[src/rtl/cpu_pkg.sv]
// Shared definitions for the phase-1 CPU: opcodes, IR field layout and sequencer states.
package cpu_pkg;

  // IR field layout
  localparam int unsigned OpcodeW   = 5;
  localparam int unsigned RegSelW   = 4;
  localparam int unsigned OpcodeLsb = 27;
  localparam int unsigned RaLsb     = 23;
  localparam int unsigned RbLsb     = 19;
  localparam int unsigned RcLsb     = 15;

  // Opcodes
  localparam logic [OpcodeW-1:0] OpAdd  = 5'd0;
  localparam logic [OpcodeW-1:0] OpSub  = 5'd1;
  localparam logic [OpcodeW-1:0] OpAnd  = 5'd2;
  localparam logic [OpcodeW-1:0] OpOr   = 5'd3;
  localparam logic [OpcodeW-1:0] OpShr  = 5'd4;
  localparam logic [OpcodeW-1:0] OpShra = 5'd5;
  localparam logic [OpcodeW-1:0] OpShl  = 5'd6;
  localparam logic [OpcodeW-1:0] OpRor  = 5'd7;
  localparam logic [OpcodeW-1:0] OpRol  = 5'd8;
  localparam logic [OpcodeW-1:0] OpMul  = 5'd14;
  localparam logic [OpcodeW-1:0] OpDiv  = 5'd15;

  // Control sequencer states
  typedef enum logic [3:0] {
    StIdle,
    StT0,
    StT1,
    StT2,
    StT3,
    StT4,
    StT5,
    StT6,
    StHalt
  } state_e;

  // MUL/DIV produce a 64-bit result and need the extra HI write-back step
  function automatic logic op_is_muldiv(logic [OpcodeW-1:0] op);
    return (op == OpMul) || (op == OpDiv);
  endfunction

  function automatic logic op_is_legal(logic [OpcodeW-1:0] op);
    logic legal;
    case (op)
      OpAdd, OpSub, OpAnd, OpOr, OpShr, OpShra, OpShl, OpRor, OpRol: legal = 1'b1;
      OpMul, OpDiv:                                                 legal = 1'b1;
      default:                                                      legal = 1'b0;
    endcase
    return legal;
  endfunction

endpackage

[src/rtl/control_sequencer_if.sv]
// Control bundle between the sequencer and the phase-1 datapath.
// master: the sequencer (drives strobes, observes IR and status).
// slave:  the datapath / environment (drives Run, Stop, MemReady, IR).
interface control_sequencer_if #(
  parameter int unsigned NREGS = 16,
  parameter int unsigned OPW   = 5
);
  // Status and instruction from the datapath side
  logic             Run;
  logic             Stop;
  logic             MemReady;
  logic [31:0]      IR;

  // Bus-out selects
  logic             PCout;
  logic             ZLOout;
  logic             ZHIout;
  logic             MDRout;
  logic             HIout;
  logic             LOout;

  // Register-in enables
  logic             PCin;
  logic             MARin;
  logic             MDRin;
  logic             IRin;
  logic             Yin;
  logic             Zin;
  logic             HIin;
  logic             LOin;

  // Misc controls
  logic             IncrementPC;
  logic             Read;
  logic [OPW-1:0]   ALUControl;
  logic [NREGS-1:0] Rin;
  logic [NREGS-1:0] Rout;
  logic             Halted;

  modport master (
    input  Run, Stop, MemReady, IR,
    output PCout, ZLOout, ZHIout, MDRout, HIout, LOout,
    output PCin, MARin, MDRin, IRin, Yin, Zin, HIin, LOin,
    output IncrementPC, Read, ALUControl, Rin, Rout, Halted
  );

  modport slave (
    output Run, Stop, MemReady, IR,
    input  PCout, ZLOout, ZHIout, MDRout, HIout, LOout,
    input  PCin, MARin, MDRin, IRin, Yin, Zin, HIin, LOin,
    input  IncrementPC, Read, ALUControl, Rin, Rout, Halted
  );

endinterface

[src/rtl/ir_decoder.sv]
// Combinational instruction decode: register fields to one-hot selects, op class flags.
module ir_decoder
  import cpu_pkg::*;
#(
  parameter int unsigned NREGS = 16
) (
  input  logic [31:0]        i_ir,
  output logic [OpcodeW-1:0] o_opcode,
  output logic [NREGS-1:0]   o_ra_oh,
  output logic [NREGS-1:0]   o_rb_oh,
  output logic [NREGS-1:0]   o_rc_oh,
  output logic               o_is_muldiv,
  output logic               o_illegal
);

  logic [RegSelW-1:0] w_ra;
  logic [RegSelW-1:0] w_rb;
  logic [RegSelW-1:0] w_rc;
  logic               w_unused_ir;

  assign o_opcode = i_ir[OpcodeLsb +: OpcodeW];
  assign w_ra     = i_ir[RaLsb +: RegSelW];
  assign w_rb     = i_ir[RbLsb +: RegSelW];
  assign w_rc     = i_ir[RcLsb +: RegSelW];

  // Low IR bits carry immediates for later instruction classes
  assign w_unused_ir = ^i_ir[RcLsb-1:0];

  assign o_is_muldiv = op_is_muldiv(o_opcode);
  assign o_illegal   = !op_is_legal(o_opcode);

  // Expand register fields to one-hot; indices beyond NREGS select nothing
  always_comb begin
    o_ra_oh = '0;
    o_rb_oh = '0;
    o_rc_oh = '0;
    for (int unsigned i = 0; i < NREGS; i++) begin
      o_ra_oh[i] = (32'(w_ra) == i);
      o_rb_oh[i] = (32'(w_rb) == i);
      o_rc_oh[i] = (32'(w_rc) == i);
    end
  end

endmodule

[src/rtl/control_sequencer.sv]
// Hardwired Moore control unit for the phase-1 datapath: fetch T0-T2, execute T3-T6.
// Outputs decode only the state register and the (already captured) IR.
module control_sequencer
  import cpu_pkg::*;
#(
  parameter int unsigned NREGS = 16,
  parameter int unsigned OPW   = 5
) (
  input logic                 Clock,
  input logic                 Resetn,
  control_sequencer_if.master bus
);

  state_e             r_state;
  state_e             w_state_next;
  state_e             w_retire_state;
  logic               r_stop_pend;
  logic               w_stop_seen;
  logic [OpcodeW-1:0] w_opcode;
  logic [NREGS-1:0]   w_ra_oh;
  logic [NREGS-1:0]   w_rb_oh;
  logic [NREGS-1:0]   w_rc_oh;
  logic               w_is_muldiv;
  logic               w_illegal;

  ir_decoder #(
    .NREGS(NREGS)
  ) u_ir_decoder (
    .i_ir       (bus.IR),
    .o_opcode   (w_opcode),
    .o_ra_oh    (w_ra_oh),
    .o_rb_oh    (w_rb_oh),
    .o_rc_oh    (w_rc_oh),
    .o_is_muldiv(w_is_muldiv),
    .o_illegal  (w_illegal)
  );

  // A Stop arriving in the retire cycle itself must still halt
  assign w_stop_seen    = r_stop_pend | bus.Stop;
  assign w_retire_state = w_stop_seen ? StHalt : (bus.Run ? StT0 : StIdle);

  // Next-state selection
  always_comb begin
    w_state_next = r_state;
    case (r_state)
      StIdle:  w_state_next = bus.Run ? StT0 : StIdle;
      StT0:    w_state_next = StT1;
      StT1:    w_state_next = bus.MemReady ? StT2 : StT1;
      StT2:    w_state_next = StT3;
      StT3:    w_state_next = w_illegal ? StHalt : StT4;
      StT4:    w_state_next = StT5;
      StT5:    w_state_next = w_is_muldiv ? StT6 : w_retire_state;
      StT6:    w_state_next = w_retire_state;
      StHalt:  w_state_next = StHalt;
      default: w_state_next = StIdle;
    endcase
  end

  // State register and pending-stop flag; flag drops on entry to HALT
  always_ff @(posedge Clock) begin
    if (!Resetn) begin
      r_state     <= StIdle;
      r_stop_pend <= 1'b0;
    end else begin
      r_state     <= w_state_next;
      r_stop_pend <= (w_state_next == StHalt) ? 1'b0 : w_stop_seen;
    end
  end

  // Moore output decode
  always_comb begin
    bus.PCout       = 1'b0;
    bus.ZLOout      = 1'b0;
    bus.ZHIout      = 1'b0;
    bus.MDRout      = 1'b0;
    bus.HIout       = 1'b0;  // reserved for mfhi
    bus.LOout       = 1'b0;  // reserved for mflo
    bus.PCin        = 1'b0;
    bus.MARin       = 1'b0;
    bus.MDRin       = 1'b0;
    bus.IRin        = 1'b0;
    bus.Yin         = 1'b0;
    bus.Zin         = 1'b0;
    bus.HIin        = 1'b0;
    bus.LOin        = 1'b0;
    bus.IncrementPC = 1'b0;
    bus.Read        = 1'b0;
    bus.ALUControl  = '0;
    bus.Rin         = '0;
    bus.Rout        = '0;
    bus.Halted      = 1'b0;
    case (r_state)
      StT0: begin
        bus.PCout       = 1'b1;
        bus.MARin       = 1'b1;
        bus.IncrementPC = 1'b1;
        bus.Zin         = 1'b1;
      end
      StT1: begin
        bus.ZLOout = 1'b1;
        bus.PCin   = 1'b1;
        bus.Read   = 1'b1;
        bus.MDRin  = 1'b1;
      end
      StT2: begin
        bus.MDRout = 1'b1;
        bus.IRin   = 1'b1;
      end
      StT3: begin
        // Illegal opcode: quiet cycle, then HALT
        if (!w_illegal) begin
          bus.Rout = w_rb_oh;
          bus.Yin  = 1'b1;
        end
      end
      StT4: begin
        bus.Rout       = w_rc_oh;
        bus.Zin        = 1'b1;
        bus.ALUControl = OPW'(w_opcode);
      end
      StT5: begin
        bus.ZLOout = 1'b1;
        if (w_is_muldiv) begin
          bus.LOin = 1'b1;
        end else begin
          bus.Rin = w_ra_oh;
        end
      end
      StT6: begin
        bus.ZHIout = 1'b1;
        bus.HIin   = 1'b1;
      end
      StHalt: bus.Halted = 1'b1;
      default: ;
    endcase
  end

endmodule

[src/flat_wrapper.sv]
// flat-port wrapper written by rule: the top's interface ports become plain ports
module control_sequencer_flat import cpu_pkg::*;
#(
  parameter int unsigned NREGS = 16,
  parameter int unsigned OPW   = 5
)
  (Clock, Resetn, bus_Run, bus_Stop, bus_MemReady, bus_IR, bus_PCout, bus_ZLOout, bus_ZHIout, bus_MDRout, bus_HIout, bus_LOout, bus_PCin, bus_MARin, bus_MDRin, bus_IRin, bus_Yin, bus_Zin, bus_HIin, bus_LOin, bus_IncrementPC, bus_Read, bus_ALUControl, bus_Rin, bus_Rout, bus_Halted);
  control_sequencer_if #(.NREGS(NREGS), .OPW(OPW)) bus_i ();
  input logic Clock;
  input logic Resetn;
  input wire logic [$bits(bus_i.Run)-1:0] bus_Run;
  input wire logic [$bits(bus_i.Stop)-1:0] bus_Stop;
  input wire logic [$bits(bus_i.MemReady)-1:0] bus_MemReady;
  input wire logic [$bits(bus_i.IR)-1:0] bus_IR;
  output wire logic [$bits(bus_i.PCout)-1:0] bus_PCout;
  output wire logic [$bits(bus_i.ZLOout)-1:0] bus_ZLOout;
  output wire logic [$bits(bus_i.ZHIout)-1:0] bus_ZHIout;
  output wire logic [$bits(bus_i.MDRout)-1:0] bus_MDRout;
  output wire logic [$bits(bus_i.HIout)-1:0] bus_HIout;
  output wire logic [$bits(bus_i.LOout)-1:0] bus_LOout;
  output wire logic [$bits(bus_i.PCin)-1:0] bus_PCin;
  output wire logic [$bits(bus_i.MARin)-1:0] bus_MARin;
  output wire logic [$bits(bus_i.MDRin)-1:0] bus_MDRin;
  output wire logic [$bits(bus_i.IRin)-1:0] bus_IRin;
  output wire logic [$bits(bus_i.Yin)-1:0] bus_Yin;
  output wire logic [$bits(bus_i.Zin)-1:0] bus_Zin;
  output wire logic [$bits(bus_i.HIin)-1:0] bus_HIin;
  output wire logic [$bits(bus_i.LOin)-1:0] bus_LOin;
  output wire logic [$bits(bus_i.IncrementPC)-1:0] bus_IncrementPC;
  output wire logic [$bits(bus_i.Read)-1:0] bus_Read;
  output wire logic [$bits(bus_i.ALUControl)-1:0] bus_ALUControl;
  output wire logic [$bits(bus_i.Rin)-1:0] bus_Rin;
  output wire logic [$bits(bus_i.Rout)-1:0] bus_Rout;
  output wire logic [$bits(bus_i.Halted)-1:0] bus_Halted;
  assign bus_i.Run = bus_Run;
  assign bus_i.Stop = bus_Stop;
  assign bus_i.MemReady = bus_MemReady;
  assign bus_i.IR = bus_IR;
  assign bus_PCout = bus_i.PCout;
  assign bus_ZLOout = bus_i.ZLOout;
  assign bus_ZHIout = bus_i.ZHIout;
  assign bus_MDRout = bus_i.MDRout;
  assign bus_HIout = bus_i.HIout;
  assign bus_LOout = bus_i.LOout;
  assign bus_PCin = bus_i.PCin;
  assign bus_MARin = bus_i.MARin;
  assign bus_MDRin = bus_i.MDRin;
  assign bus_IRin = bus_i.IRin;
  assign bus_Yin = bus_i.Yin;
  assign bus_Zin = bus_i.Zin;
  assign bus_HIin = bus_i.HIin;
  assign bus_LOin = bus_i.LOin;
  assign bus_IncrementPC = bus_i.IncrementPC;
  assign bus_Read = bus_i.Read;
  assign bus_ALUControl = bus_i.ALUControl;
  assign bus_Rin = bus_i.Rin;
  assign bus_Rout = bus_i.Rout;
  assign bus_Halted = bus_i.Halted;
  control_sequencer #(.NREGS(NREGS), .OPW(OPW)) u_core (.Clock(Clock), .Resetn(Resetn), .bus(bus_i));
endmodule
[config.mk]
export PLATFORM = sky130hd
export DESIGN_NAME = control_sequencer_flat
export DESIGN_NICKNAME = d
export VERILOG_FILES = /design/src/rtl/cpu_pkg.sv /design/src/rtl/control_sequencer_if.sv /design/src/rtl/ir_decoder.sv /design/src/rtl/control_sequencer.sv /design/src/flat_wrapper.sv
export SDC_FILE = /design/constraint.sdc
export NUM_CORES = 1
export LEC_CHECK = 0
export CORE_MARGIN = 1.5
export CORE_UTILIZATION = 29
export CTS_CLUSTER_SIZE = 20
export DETAILED_ROUTE_END_ITERATION = 6
export PLACE_DENSITY = 0.86
export SETUP_SLACK_MARGIN = 0.1
export SYNTH_ARGS = -nofsm -noshare
export SYNTH_HDL_FRONTEND = slang
export SYNTH_SLANG_ARGS = --single-unit
[constraint.sdc]
create_clock -name Clock -period 3.3 [get_ports Clock]
set_clock_uncertainty 0.2 [all_clocks]
set_input_delay 0.33 -clock Clock [delete_from_list [all_inputs] [get_ports Clock]]
set_output_delay 0.33 -clock Clock [all_outputs]
set_load 0.01 [all_outputs]
==> impl_metrics.toml <==
[status]
status = "finished clean"

[power]
powerDensity_mw_per_mm2 = 159
peakVddDrop_mv = 0.290
p_leak_nw = 0.536

[cts]
tritoncts = "built"
clkTransAtPathRegs_ns = 0.04
clock_path_buffers = 2
clock-root-buffer = "clkbuf_4"
cts-hold-fix-buffers = 0
numCtsBuffers = 3
cts_setup_buffers = 0
cts-htree-levels = 1
cts_num_sinks = 5
worst_skew_pair.late_latency_ns = 0.26

[logic_synthesis]
synth_top_area_cell = "dfxtp_1"
yosysUniqueCellTypes = 35
netlist_instances = 115
synth.top_cells.by_area = "dfxtp_1 (13%), o22ai_1 (9.6%), nor2_1 (9.1%)"
synth_edf_count = 0
ys_seq_area_frac = 0.128
syn_area_um2 = 783
synth.most_common_cell = "nor2_1"
yosys_warnings = 0
synth_area_per_cell_um2 = 6.81
async_reset_ff_frac = 0
synth_top_area_share = 0.128
synth.top_cells.by_count = "nor2_1 (19), o22ai_1 (12), nand2b_1 (9), buf_4 (8), nor3_1 (8)"
ys_ff_latch = 5
ys.flop_type = "dfxtp_1"

[grt]
grt_pass1_wl_um = 4460
grt_use_total = 0.202
antenna_found_initial = 0
grt_max_degree = 12
grt_pass1_vias = 1066
grt_overflow = 0

[floorplanning]
dieHeight_um = 55.0
num_rows = 18
die_w_um = 55.0
die_area_mm2 = 0.00302
start_util = 0.311
io_pins = 91
core_area_mm2 = 0.00252

[placement]
hpwl_um = 2450
dp_cells = 213
place_area_mm2 = 0.00152
place_ws_ns = 0.185
io_buffers = 73
place_congestion = 0.867

[detailed_routing]
avgRoutedWirePerCell_um = 13.9
drt_drc_violations_left = 0
wl_met1_um = 1110
met2WireLength_um = 1510
final_antenna_net_count = 0
via_per_inst = 5.45
num_vias = 1182
routed.top_layer = "met4"
drtIter0Drc = 42
wirelength_um = 3020
dr_wl_met3_um = 362
dr.pass1.iters = 4

[final_layout]
multi_input_area_um2 = 604
fillers = 231
regArea_um2 = 101
finish.utilization = 0.614
design_area_mm2 = 0.00155
finalNetCount = 225
area_delta_synth_final_pct = 97.6
final_cell_count_no_fill = 217
antenna_cells = 0
drive_gt1_frac = 0.0695

[timing]
max_freq_mhz = 321
fin_ws_ns = 0.180
finalSetupTns_ns = 0
worstMarginPinSlew_ns = 0.507
slew_headroom = 0.659
period_share = 0.945
hold_violations = 0
rsz0062_at_grt = "false"
layout_min_cycle_time_ns = 3.12
setup_viol = 0
slew_viol_final = 0

[worst_setup_path]
crit_path_max_fanout = 4
cp-start-kind = "input port"
crit_required_ns = 2.77
cp.arrival_ns = 2.59
critPathCaptureType = "primary output"
path_class = "in -> out"

[worst_hold_path]
hp-class = "reg -> reg"

[flow_run]
cap_violations = 0
worst paths after layout:
check	cells after the start	to	from	slack, ns
setup reg to reg	4	u_core.r_state[2]	u_core.r_state[1]	1.44
hold reg to reg	2	u_core.r_stop_pend	u_core.r_stop_pend	0.35
hold / removal	2	u_core.r_stop_pend	u_core.r_stop_pend	0.35
setup / recovery	6	bus_Rin[4]	bus_IR[30]	0.18
cell usage in the layout (no fill, tap or decap), types with 5 or more instances in the layout:
cell	count
nand3_1	5
nor3_1	8
and2_1	6
o22ai_1	12
clkdlybuf4s50_1	72
nand2_1	5
nor2_1	19
nand2b_1	9
layer usage:
metal  track usage  up-vias
li1              -      568
met1         0.217      524
met2         0.359       84
met3        0.0726        6
met4        0.0772        0
met5             0        -
cell type report:
type | instances | share of cell area
multi-input combinational | 97 | 0.390
timing repair buffer | 77 | 0.493
inverter | 4 | 0.00970
sequential | 5 | 0.0655
clock buffer | 4 | 0.0170
tap | 30 | 0.0243
registers in the layout (all words and copies together) (netlist names):
| signal | flops |
|---|---|
| u_core.r_state | 4 |
| u_core.r_stop_pend | 1 |
power by group:
part           total [mW]  switching [mW]  internal [mW]
Combinational      0.0982          0.0435         0.0547
Sequential         0.0705         0.00608         0.0644
Clock              0.0776          0.0315         0.0461
Total               0.246          0.0811          0.165
stage by stage:
| step | total power [mW] | hold slack (ns) |
|---|---|---|
| 2_1_floorplan | 0.114 | 0.247 |
| 3_3_place_gp | 0.166 | 0.317 |
| 3_5_place_dp | 0.169 | 0.330 |
| 4_1_cts | 0.248 | 0.357 |
| 5_1_grt | 0.261 | 0.430 |
| 6_report | 0.246 | 0.347 |
critical path, stage by stage:
cell,delay [ns]
clkdlybuf4s50_1,0.49
nand4b_1,0.17
or3b_1,0.38
or3b_1,0.44
nor3_1,0.19
clkdlybuf4s50_1,0.57
repair_timing:
item / 4_1_cts / 5_1_grt
setup endpoints to repair: 0 / 6
resized for setup: 0 / 2
endpoints found under the hold margin: 0 / 0
logic make-up after synthesis:
group | Yosys count | synth area share
mux | 1 | 0.0128
compound gates | 25 | 0.257
flops | 5 | 0.128
buf+inv | 14 | 0.105
simple gates | 69 | 0.492
other cells | 1 | 0.00479
No activity file was read; power rests on OpenSTA's default activity.
